<file path="src/rtl/booth_arbiter_if.sv">
`default_nettype none
// ============================================================================
// Module   : booth_arbiter_if
// Brief    : Requester and multiplier-side signal bundle for booth_arbiter.
// Revision : 1.0  initial release
// ============================================================================
interface booth_arbiter_if #(
    parameter int WIDTH = 4,
    parameter int N_REQ = 4
);
    logic [N_REQ-1:0]       req;
    logic [N_REQ*WIDTH-1:0] req_x;
    logic [N_REQ*WIDTH-1:0] req_y;
    logic [N_REQ-1:0]       grant;
    logic [N_REQ-1:0]       done;
    logic [2*WIDTH-1:0]     result;
    logic                   busy;
    logic [WIDTH-1:0]       mult_x;
    logic [WIDTH-1:0]       mult_y;
    logic                   mult_start;
    logic [2*WIDTH-1:0]     mult_p;

    // Requesters plus the booth datapath; they drive the arbiter's inputs.
    modport master (
        output req, req_x, req_y, mult_p,
        input  grant, done, result, busy, mult_x, mult_y, mult_start
    );

    modport slave (
        input  req, req_x, req_y, mult_p,
        output grant, done, result, busy, mult_x, mult_y, mult_start
    );
endinterface
`default_nettype wire

</file>
<file path="src/rtl/booth_arbiter.sv">
`default_nettype none
// ============================================================================
// Module   : booth_arbiter
// Brief    : Shares one booth multiplier among N_REQ requesters.
//            BOOTH_ARB_RR_EN selects round-robin (default: fixed priority).
// Revision : 1.0  initial release
// ============================================================================
module booth_arbiter #(
    parameter int WIDTH    = 4,
    parameter int N_REQ    = 4,
    parameter int MULT_LAT = 4
) (
    input  wire logic       clk,
    input  wire logic       rst,
    booth_arbiter_if.slave  bus
);
    localparam int c_PW = (N_REQ > 1) ? $clog2(N_REQ) : 1;
    localparam int c_CW = $clog2(MULT_LAT + 1);

    typedef enum logic [1:0] {
        S_IDLE = 2'd0,
        S_LOAD = 2'd1,
        S_WAIT = 2'd2,
        S_DONE = 2'd3
    } state_t;

    state_t             r_state, w_state;
    logic [N_REQ-1:0]   r_grant, w_grant;
    logic [N_REQ-1:0]   r_done,  w_done;
    logic [2*WIDTH-1:0] r_result, w_result;
    logic [WIDTH-1:0]   r_mult_x, w_mult_x;
    logic [WIDTH-1:0]   r_mult_y, w_mult_y;
    logic               r_start, w_start;
    logic [c_CW-1:0]    r_cnt,   w_cnt;
    logic [c_PW-1:0]    w_win;
    logic               w_any;
`ifdef BOOTH_ARB_RR_EN
    logic [c_PW-1:0]    r_ptr,  w_ptr;
    logic [c_PW-1:0]    r_gidx, w_gidx;
`endif

    // Winner: lowest set index; in round-robin mode, the lowest set index at
    // or above the pointer overrides it, wrapping to the lowest overall.
    always_comb begin
        w_any = |bus.req;
        w_win = '0;
        for (int i = N_REQ - 1; i >= 0; i--) begin
            if (bus.req[i]) w_win = c_PW'(i);
        end
`ifdef BOOTH_ARB_RR_EN
        for (int i = N_REQ - 1; i >= 0; i--) begin
            if (bus.req[i] && (c_PW'(i) >= r_ptr)) w_win = c_PW'(i);
        end
`endif
    end

    always_comb begin
        w_state  = r_state;
        w_grant  = r_grant;
        w_done   = '0;
        w_result = r_result;
        w_mult_x = r_mult_x;
        w_mult_y = r_mult_y;
        w_start  = 1'b0;
        w_cnt    = r_cnt;
`ifdef BOOTH_ARB_RR_EN
        w_ptr    = r_ptr;
        w_gidx   = r_gidx;
`endif
        case (r_state)
            S_IDLE: begin
                if (w_any) begin
                    w_state = S_LOAD;
                    w_start = 1'b1;
                    for (int i = 0; i < N_REQ; i++) begin
                        w_grant[i] = (w_win == c_PW'(i));
                        if (w_win == c_PW'(i)) begin
                            w_mult_x = bus.req_x[i*WIDTH +: WIDTH];
                            w_mult_y = bus.req_y[i*WIDTH +: WIDTH];
                        end
                    end
`ifdef BOOTH_ARB_RR_EN
                    w_gidx = w_win;
`endif
                end
            end
            S_LOAD: begin
                w_cnt   = '0;
                w_state = S_WAIT;
            end
            S_WAIT: begin
                w_cnt = r_cnt + 1'b1;
                // Capture on the edge into DONE so result and done appear together.
                if (r_cnt == c_CW'(MULT_LAT - 1)) begin
                    w_state  = S_DONE;
                    w_result = bus.mult_p;
                    w_done   = r_grant;
                end
            end
            S_DONE: begin
                w_grant = '0;
                w_state = S_IDLE;
`ifdef BOOTH_ARB_RR_EN
                w_ptr = (r_gidx == c_PW'(N_REQ - 1)) ? '0 : r_gidx + 1'b1;
`endif
            end
            default: w_state = S_IDLE;
        endcase
    end

    always_ff @(posedge clk) begin
        if (rst) begin
            r_state  <= S_IDLE;
            r_grant  <= '0;
            r_done   <= '0;
            r_result <= '0;
            r_mult_x <= '0;
            r_mult_y <= '0;
            r_start  <= 1'b0;
            r_cnt    <= '0;
`ifdef BOOTH_ARB_RR_EN
            r_ptr    <= '0;
            r_gidx   <= '0;
`endif
        end else begin
            r_state  <= w_state;
            r_grant  <= w_grant;
            r_done   <= w_done;
            r_result <= w_result;
            r_mult_x <= w_mult_x;
            r_mult_y <= w_mult_y;
            r_start  <= w_start;
            r_cnt    <= w_cnt;
`ifdef BOOTH_ARB_RR_EN
            r_ptr    <= w_ptr;
            r_gidx   <= w_gidx;
`endif
        end
    end

    assign bus.grant      = r_grant;
    assign bus.done       = r_done;
    assign bus.result     = r_result;
    assign bus.busy       = (r_state != S_IDLE);
    assign bus.mult_x     = r_mult_x;
    assign bus.mult_y     = r_mult_y;
    assign bus.mult_start = r_start;
endmodule
`default_nettype wire

</file>
<file path="src/flat_wrapper.sv">
// flat-port wrapper written by rule: the top's interface ports become plain ports
module booth_arbiter_flat 
#(
    parameter int WIDTH    = 4,
    parameter int N_REQ    = 4,
    parameter int MULT_LAT = 4
)
  (clk, rst, bus_req, bus_req_x, bus_req_y, bus_mult_p, bus_grant, bus_done, bus_result, bus_busy, bus_mult_x, bus_mult_y, bus_mult_start);
  booth_arbiter_if #(.WIDTH(WIDTH), .N_REQ(N_REQ)) bus_i ();
  input  wire logic clk;
  input  wire logic rst;
  input wire logic [$bits(bus_i.req)-1:0] bus_req;
  input wire logic [$bits(bus_i.req_x)-1:0] bus_req_x;
  input wire logic [$bits(bus_i.req_y)-1:0] bus_req_y;
  input wire logic [$bits(bus_i.mult_p)-1:0] bus_mult_p;
  output wire logic [$bits(bus_i.grant)-1:0] bus_grant;
  output wire logic [$bits(bus_i.done)-1:0] bus_done;
  output wire logic [$bits(bus_i.result)-1:0] bus_result;
  output wire logic [$bits(bus_i.busy)-1:0] bus_busy;
  output wire logic [$bits(bus_i.mult_x)-1:0] bus_mult_x;
  output wire logic [$bits(bus_i.mult_y)-1:0] bus_mult_y;
  output wire logic [$bits(bus_i.mult_start)-1:0] bus_mult_start;
  assign bus_i.req = bus_req;
  assign bus_i.req_x = bus_req_x;
  assign bus_i.req_y = bus_req_y;
  assign bus_i.mult_p = bus_mult_p;
  assign bus_grant = bus_i.grant;
  assign bus_done = bus_i.done;
  assign bus_result = bus_i.result;
  assign bus_busy = bus_i.busy;
  assign bus_mult_x = bus_i.mult_x;
  assign bus_mult_y = bus_i.mult_y;
  assign bus_mult_start = bus_i.mult_start;
  booth_arbiter #(.WIDTH(WIDTH), .N_REQ(N_REQ), .MULT_LAT(MULT_LAT)) u_core (.clk(clk), .rst(rst), .bus(bus_i));
endmodule
</file>
<file path="config.mk">
export PLATFORM = sky130hd
export DESIGN_NAME = booth_arbiter_flat
export DESIGN_NICKNAME = d
export VERILOG_FILES = /design/src/rtl/booth_arbiter_if.sv /design/src/rtl/booth_arbiter.sv /design/src/flat_wrapper.sv
export SDC_FILE = /design/constraint.sdc
export NUM_CORES = 1
export LEC_CHECK = 0
export CAP_MARGIN = 20
export CORE_MARGIN = 3
export CORE_UTILIZATION = 35
export DETAILED_ROUTE_END_ITERATION = 8
export PLACE_DENSITY = 0.76
export SLEW_MARGIN = 20
export SYNTH_ARGS = -nofsm -noshare
export SYNTH_HDL_FRONTEND = slang
export SYNTH_SLANG_ARGS = --single-unit
export TNS_END_PERCENT = 5
</file>
<file path="constraint.sdc">
create_clock -name clk -period 1.7 [get_ports clk]
set_clock_uncertainty 0.15 [all_clocks]
set_input_delay 0.255 -clock clk [delete_from_list [all_inputs] [get_ports clk]]
set_output_delay 0.255 -clock clk [all_outputs]
set_load 0.005 [all_outputs]
</file>
# --- Word-level counts from Yosys, hierarchy flattened ---
# Index checks and enable logic that the tools add are counted.
op_classes:
  add_sub_neg: 1
  eq_ne: 9
  n_mux: 19
  bitwise_logic: 3
  reduce_logical: 13
op_table:
  columns: ["cell", "n"]
  rows:
  - ["$mux W4", 9]
  - ["$mux W2", 6]
  - ["$eq A2 B2 Y1 const B", 4]
  - ["$pmux W2 S4", 1]
  - ["$pmux W4 S2", 1]
  - ["$pmux W3 S2", 1]
  - ["$reduce_and A2 Y1", 3]
  - ["$reduce_bool A2 Y1", 3]
  - ["$eq A2 B1 Y1 const B", 2]
  - ["$logic_not A2 Y1", 2]
  - ["$ne A2 B1 Y1 const B", 2]
  - ["$reduce_bool A4 Y1", 1]
  - ["$reduce_or A4 Y1", 1]
  - ["$add A3 B1 Y3 const B", 1]
  - ["$eq A3 B2 Y1 const B", 1]
  - ["$not A1 Y1", 3]
  - ["$reduce_and A3 Y1", 1]
  - ["$reduce_or A3 Y1", 1]
  - ["$reduce_or A2 Y1", 1]
  - ["$mux W1", 1]
totals:
  register_bits: 30
  wordCells: 53

# --- Logic depth before layout (Yosys ltp) ---
logic_depth:
  depth_word: 9
  mapped_depth: 7
  depth_no_buf: 6

# --- Worst setup path before layout ---
# Ideal clock, no wire load.
synth_timing:
  path_type: "flip-flop to flip-flop"
  startpoint: "reg u_core.r_cnt[0]"
  endpoint: "reg u_core.r_result[2] (netlist: u_core.bus.result[2])"
  arrival_time_ps: 1416
  required_time_ps: 1479
  setup_slack_ps: 64
  path_stages_with_launch: 8
  n_path_buf: 2
  path_cell_list: "dfxtp_1 > ha_1 > ha_1 > clkbuf_1 > nand2_1 > clkbuf_1 > nand2_1 > a21oi_1"
synth_between:
  elab_chain_len: 2
synth_lines:
  columns: ["item", "line_no", "rtl"]
  rows:
  - ["from (decl)", "booth_arbiter.sv:34", "logic [c_CW-1:0] r_cnt, w_cnt;"]
  - ["from (signal assigned)", "booth_arbiter.sv:133", "r_cnt <= w_cnt;"]
  - ["$eq A3 B2 Y1", "booth_arbiter.sv:94", "if (r_cnt == c_CW'(MULT_LAT - 1)) begin"]
  - ["$reduce_and A2 Y1 (no line)", null, null]
  - ["to (signal assigned)", "booth_arbiter.sv:129", "r_result <= w_result;"]
  - ["to (decl)", "booth_arbiter.sv:30", "logic [2*WIDTH-1:0] r_result, w_result;"]
# Every way passes these cells.
# A chain may end at the register's enable or synchronous reset.

# --- Worst setup path in the final report ---
layout_timing:
  startpoint: "reg u_core.r_state[0]"
  endpoint: "out bus_busy"
layout_between:
  elab_chain_len: 1
layout_lines:
  columns: ["item", "line_no", "rtl"]
  rows:
  - ["from (decl)", "booth_arbiter.sv:27", "state_t r_state, w_state;"]
  - ["from (signal assigned)", "booth_arbiter.sv:126", "r_state <= w_state;"]
  - ["$reduce_bool A2 Y1", "booth_arbiter.sv:144", "assign bus.busy = (r_state != S_IDLE);"]
  - ["to (decl)", "flat_wrapper.sv:19", "output wire logic [$bits(bus_i.busy)-1:0] bus_busy;"]
# Every way passes these cells.

==> results.tsv <==
stage	metric	value	unit
global_route	pin count of the biggest net entering global routing	23	
power	Switching Share	0.2992	
setup_path	Reg2Reg Depth	6	
placed_design	DP HPWL	3161	um
sta	Setup TNS	0	ps
setup_path	worst r2r src	u_core.r_state[0]	
sta	min cycle time layout	1628	ps
placed_design	placer congestion estimate	0.7973	
yosys	register area share after synthesis	0.4252	
clock_tree	Root Buffer	clkbuf_8	
global_route	GRT Residual Overflow	0	
setup_path	most frequent CP cell	inv_1	
route	Initial DRC Count	99	
power	worst vdd ir	0.8085	mV
sta	final hold vios	0	
sta	number of setup violations in the final report	0	
route	Pre-antenna DRT Iters	4	
clock_tree	clk slew on worst S/H paths	60	ps
power	static leakage	0.9345	nW
floorplanning	Ports	72	
placed_design	IO buf count	71	
route	drt total wl	4200	um
yosys	mapped cell area	1413	um^2
setup_path	CP max-delay cell	dfxtp_2	
layout	register area	601.8	um^2
sta	Max-slew headroom	0.7315	
power	clock share of power	0.249	
route	Routed Antenna Nets	0	
setup_path	CP startpoint kind	flop	
yosys	ys flop type	dfxtp_1	
clock_tree	CTS tree	yes	
power	final total power	2.333	mW
power	pwr/cell area	972.5	nW/um^2
layout	# fillers	333	
yosys	Yosys reg bits	30	
yosys	post-synth net total	220	
job	Max-cap violations	0	
sta	FMAX	614.1	MHz
layout	share of cells above drive strength 1	0.1304	
setup_path	CP arrival	1220	ps
setup_path	max incr delay on CP	340	ps
layout	final core utilization	0.6360	
power	Cell Int Power	1.635	mW
floorplanning	die area	4834	um^2
layout	cell area after layout	2399	um^2
clock_tree	Post-CTS Hold Buffers	0	
setup_path	CP Data Required Time	1290	ps
power	P_sw	0.6979	mW
clock_tree	htree depth	2	
layout	Multi-input gate area	763.2	um^2
global_route	initial antenna violation count	0	
global_route	first-pass GRT wire length	6679	um
worst_hold_path	Worst Hold Depth	2	
layout	diode count	0	
yosys	Avg Inst Size Synth	8.408	um^2
sta	setup slack after layout	71.58	ps
yosys	Synth top area share	0.4252	
setup_path	CP Capture Type	output pin	
floorplanning	die width	69.53	um
floorplanning	FP Rows	22	
floorplanning	Initial Utilization	0.3746	
route	DRC errors left	0	
clock_tree	Max clock buf depth	2	
global_route	total track usage	0.1709	
yosys	ys async rst share	0	
clock_tree	worst skew pair latency	270	ps
route	post-DR wirelength/cell	13.95	um
worst_hold_path	hold path startpoint	u_core.bus.result[2]	
clock_tree	Clock Sinks	30	
layout	fin nets	304	
setup_path	worst-path maximum fanout	3	
power	sequential share of power	0.375	
power	Comb pwr share	0.375	
global_route	vias in the first global route	1404	
placed_design	post-place setup slack	-345.9	ps
yosys	largest area contributor in the netlist	dfxtp_1	
sta	Worst Tran Pin Value	401.8	ps
yosys	Post-synth EDFFs	0	
setup_path	Critical Path, Cell by Cell	inv_1, ha_1, inv_1, dlygate4sd2_1	
sta	fin crit share	0.9579	
yosys	Ys Warns	0	
sta	RSZ-0062 raised after global routing	no	
yosys	Yosys cell types	31	
setup_path	Critical Path Source	u_core.r_state[0]	
layout	Area Growth Syn to Fin	69.80	%
placed_design	placed cell area	2276	um^2
yosys	Syn Inst Count	168	
sta	fin. max-slew vios	0	
floorplanning	Die H	69.53	um
route	vias per inst	5.023	
worst_hold_path	Hold Crit Class	flop to flop	
route	via count	1512	
floorplanning	Core Region	3771	um^2
run_status	status	completed	
clock_tree	CTS buffer count	5	
yosys	top post-synthesis cells by area	dfxtp_1 (43%), a21oi_1 (9.2%), nand2_1 (6.6%)	
setup_path	Worst Setup Path Type	flop to output pin	
==> logic make-up after synthesis <==
kind of cell | Yosys count | synth area share
AND/OR/NAND/NOR | 63 | 0.2161
AO/OA/AOI/OAI | 51 | 0.2392
flip-flops | 30 | 0.4252
buffers and inverters | 16 | 0.04960
adder cells (fa/ha/maj) | 6 | 0.05314
multiplexers | 2 | 0.01683
==> worst paths after layout <==
kind / to / slack [ps]
setup / recovery: bus_busy / 70
hold reg to reg: u_core.bus.result[2] / 300
setup reg to reg: u_core.bus.mult_x[2] / 150
hold / removal: u_core.bus.result[2] / 300
==> repair_timing <==
| item | in CTS | in global routing |
|---|---|---|
| buffers inserted | 0 | 0 |
| endpoints found under the hold margin | 0 | 0 |
| resized for setup | 3 | 7 |
| pin swaps | 1 | 3 |
| setup endpoints to repair | 12 | 14 |
==> cell usage after synthesis (2+ instances only) <==
| cell type | count |
|---|---|
| ha_1 | 6 |
| a21oi_1 | 26 |
| nand2_1 | 25 |
| nand3_1 | 9 |
| dfxtp_1 | 30 |
| a32oi_1 | 2 |
| nor2b_1 | 5 |
| inv_1 | 4 |
| nand2b_1 | 4 |
| a22oi_1 | 2 |
| nor2_1 | 10 |
| a221oi_1 | 7 |
| o31ai_1 | 8 |
| a211oi_1 | 2 |
| buf_2 | 2 |
| clkbuf_1 | 8 |
| nor3b_1 | 4 |
==> state kept, by name (all words and copies together), names as in the netlist <==
| signal | count |
|---|---|
| u_core.bus.mult_y | 4 |
| u_core.r_cnt | 3 |
| u_core.bus.mult_start | 1 |
| u_core.bus.grant | 4 |
| u_core.bus.result | 8 |
| u_core.bus.mult_x | 4 |
| u_core.bus.done | 4 |
| u_core.r_state | 2 |
==> per-layer routing <==
layer,global-route usage,up-vias,part of all wire
li1,-,770,-
met2,0.2775,41,0.51
met5,0,-,0
met4,0.05857,0,0.0086
met3,0.02754,5,0.036
met1,0.2293,696,0.44
==> cell usage in the layout, fill, tap and decap left out <==
cell,n
dlymetal6s2s_1,4
mux2i_4,1
dfxtp_1,29
a221oi_1,7
a32oi_1,2
buf_12,1
a211oi_1,2
nor2b_1,4
nand2_1,25
o22ai_1,1
inv_1,4
nor3b_1,4
clkbuf_8,6
clkinv_2,1
nand2b_1,4
nand3b_1,1
dfxtp_2,1
a22o_1,1
mux2i_1,1
or2_2,1
clkdlybuf4s50_1,66
nor4_2,1
or4_4,1
dlygate4sd2_1,1
a21oi_4,1
o31ai_1,8
nor2b_2,1
nor3_1,1
ha_1,6
a22oi_1,2
or3_1,1
nor2_1,10
buf_4,17
a21oi_1,26
clkbuf_1,1
nand3_1,9
o21bai_2,1
==> metrics by stage <==
stage               hold slack, ps  std cells
finish                       303.1        301
global route                 331.4        301
detailed placement           288.3        293
floorplan                    176.6        168
CTS                          302.8        301
global placement             288.5        293
==> final cells by class <==
type	instances	area share
clock buffer	7	0.03599
clock inverter	1	0.002087
tap	48	0.02504
multi-input combinational	122	0.3182
timing repair buffer	89	0.3615
sequential	30	0.2509
inverter	4	0.006260
==> worst max-delay path, delay by kind of cell, from the launching register on <==
family | cells | cell delay [ps]
adder cells (fa/ha/maj) | 1 | 210
buffers and inverters | 3 | 390
flip-flops | 1 | 340
==> power groups by stage <==
stage / Clock, mW / Sequential (mW) / Combinational, mW
2_1_floorplan: 0 / 0.889 / 0.390
3_3_place_gp: 0 / 0.885 / 0.847
3_5_place_dp: 0 / 0.888 / 0.859
4_1_cts: 0.597 / 0.875 / 0.881
5_1_grt: 0.636 / 0.889 / 0.954
6_report: 0.582 / 0.875 / 0.876
Note: power is estimated with default switching activity, not from simulation.
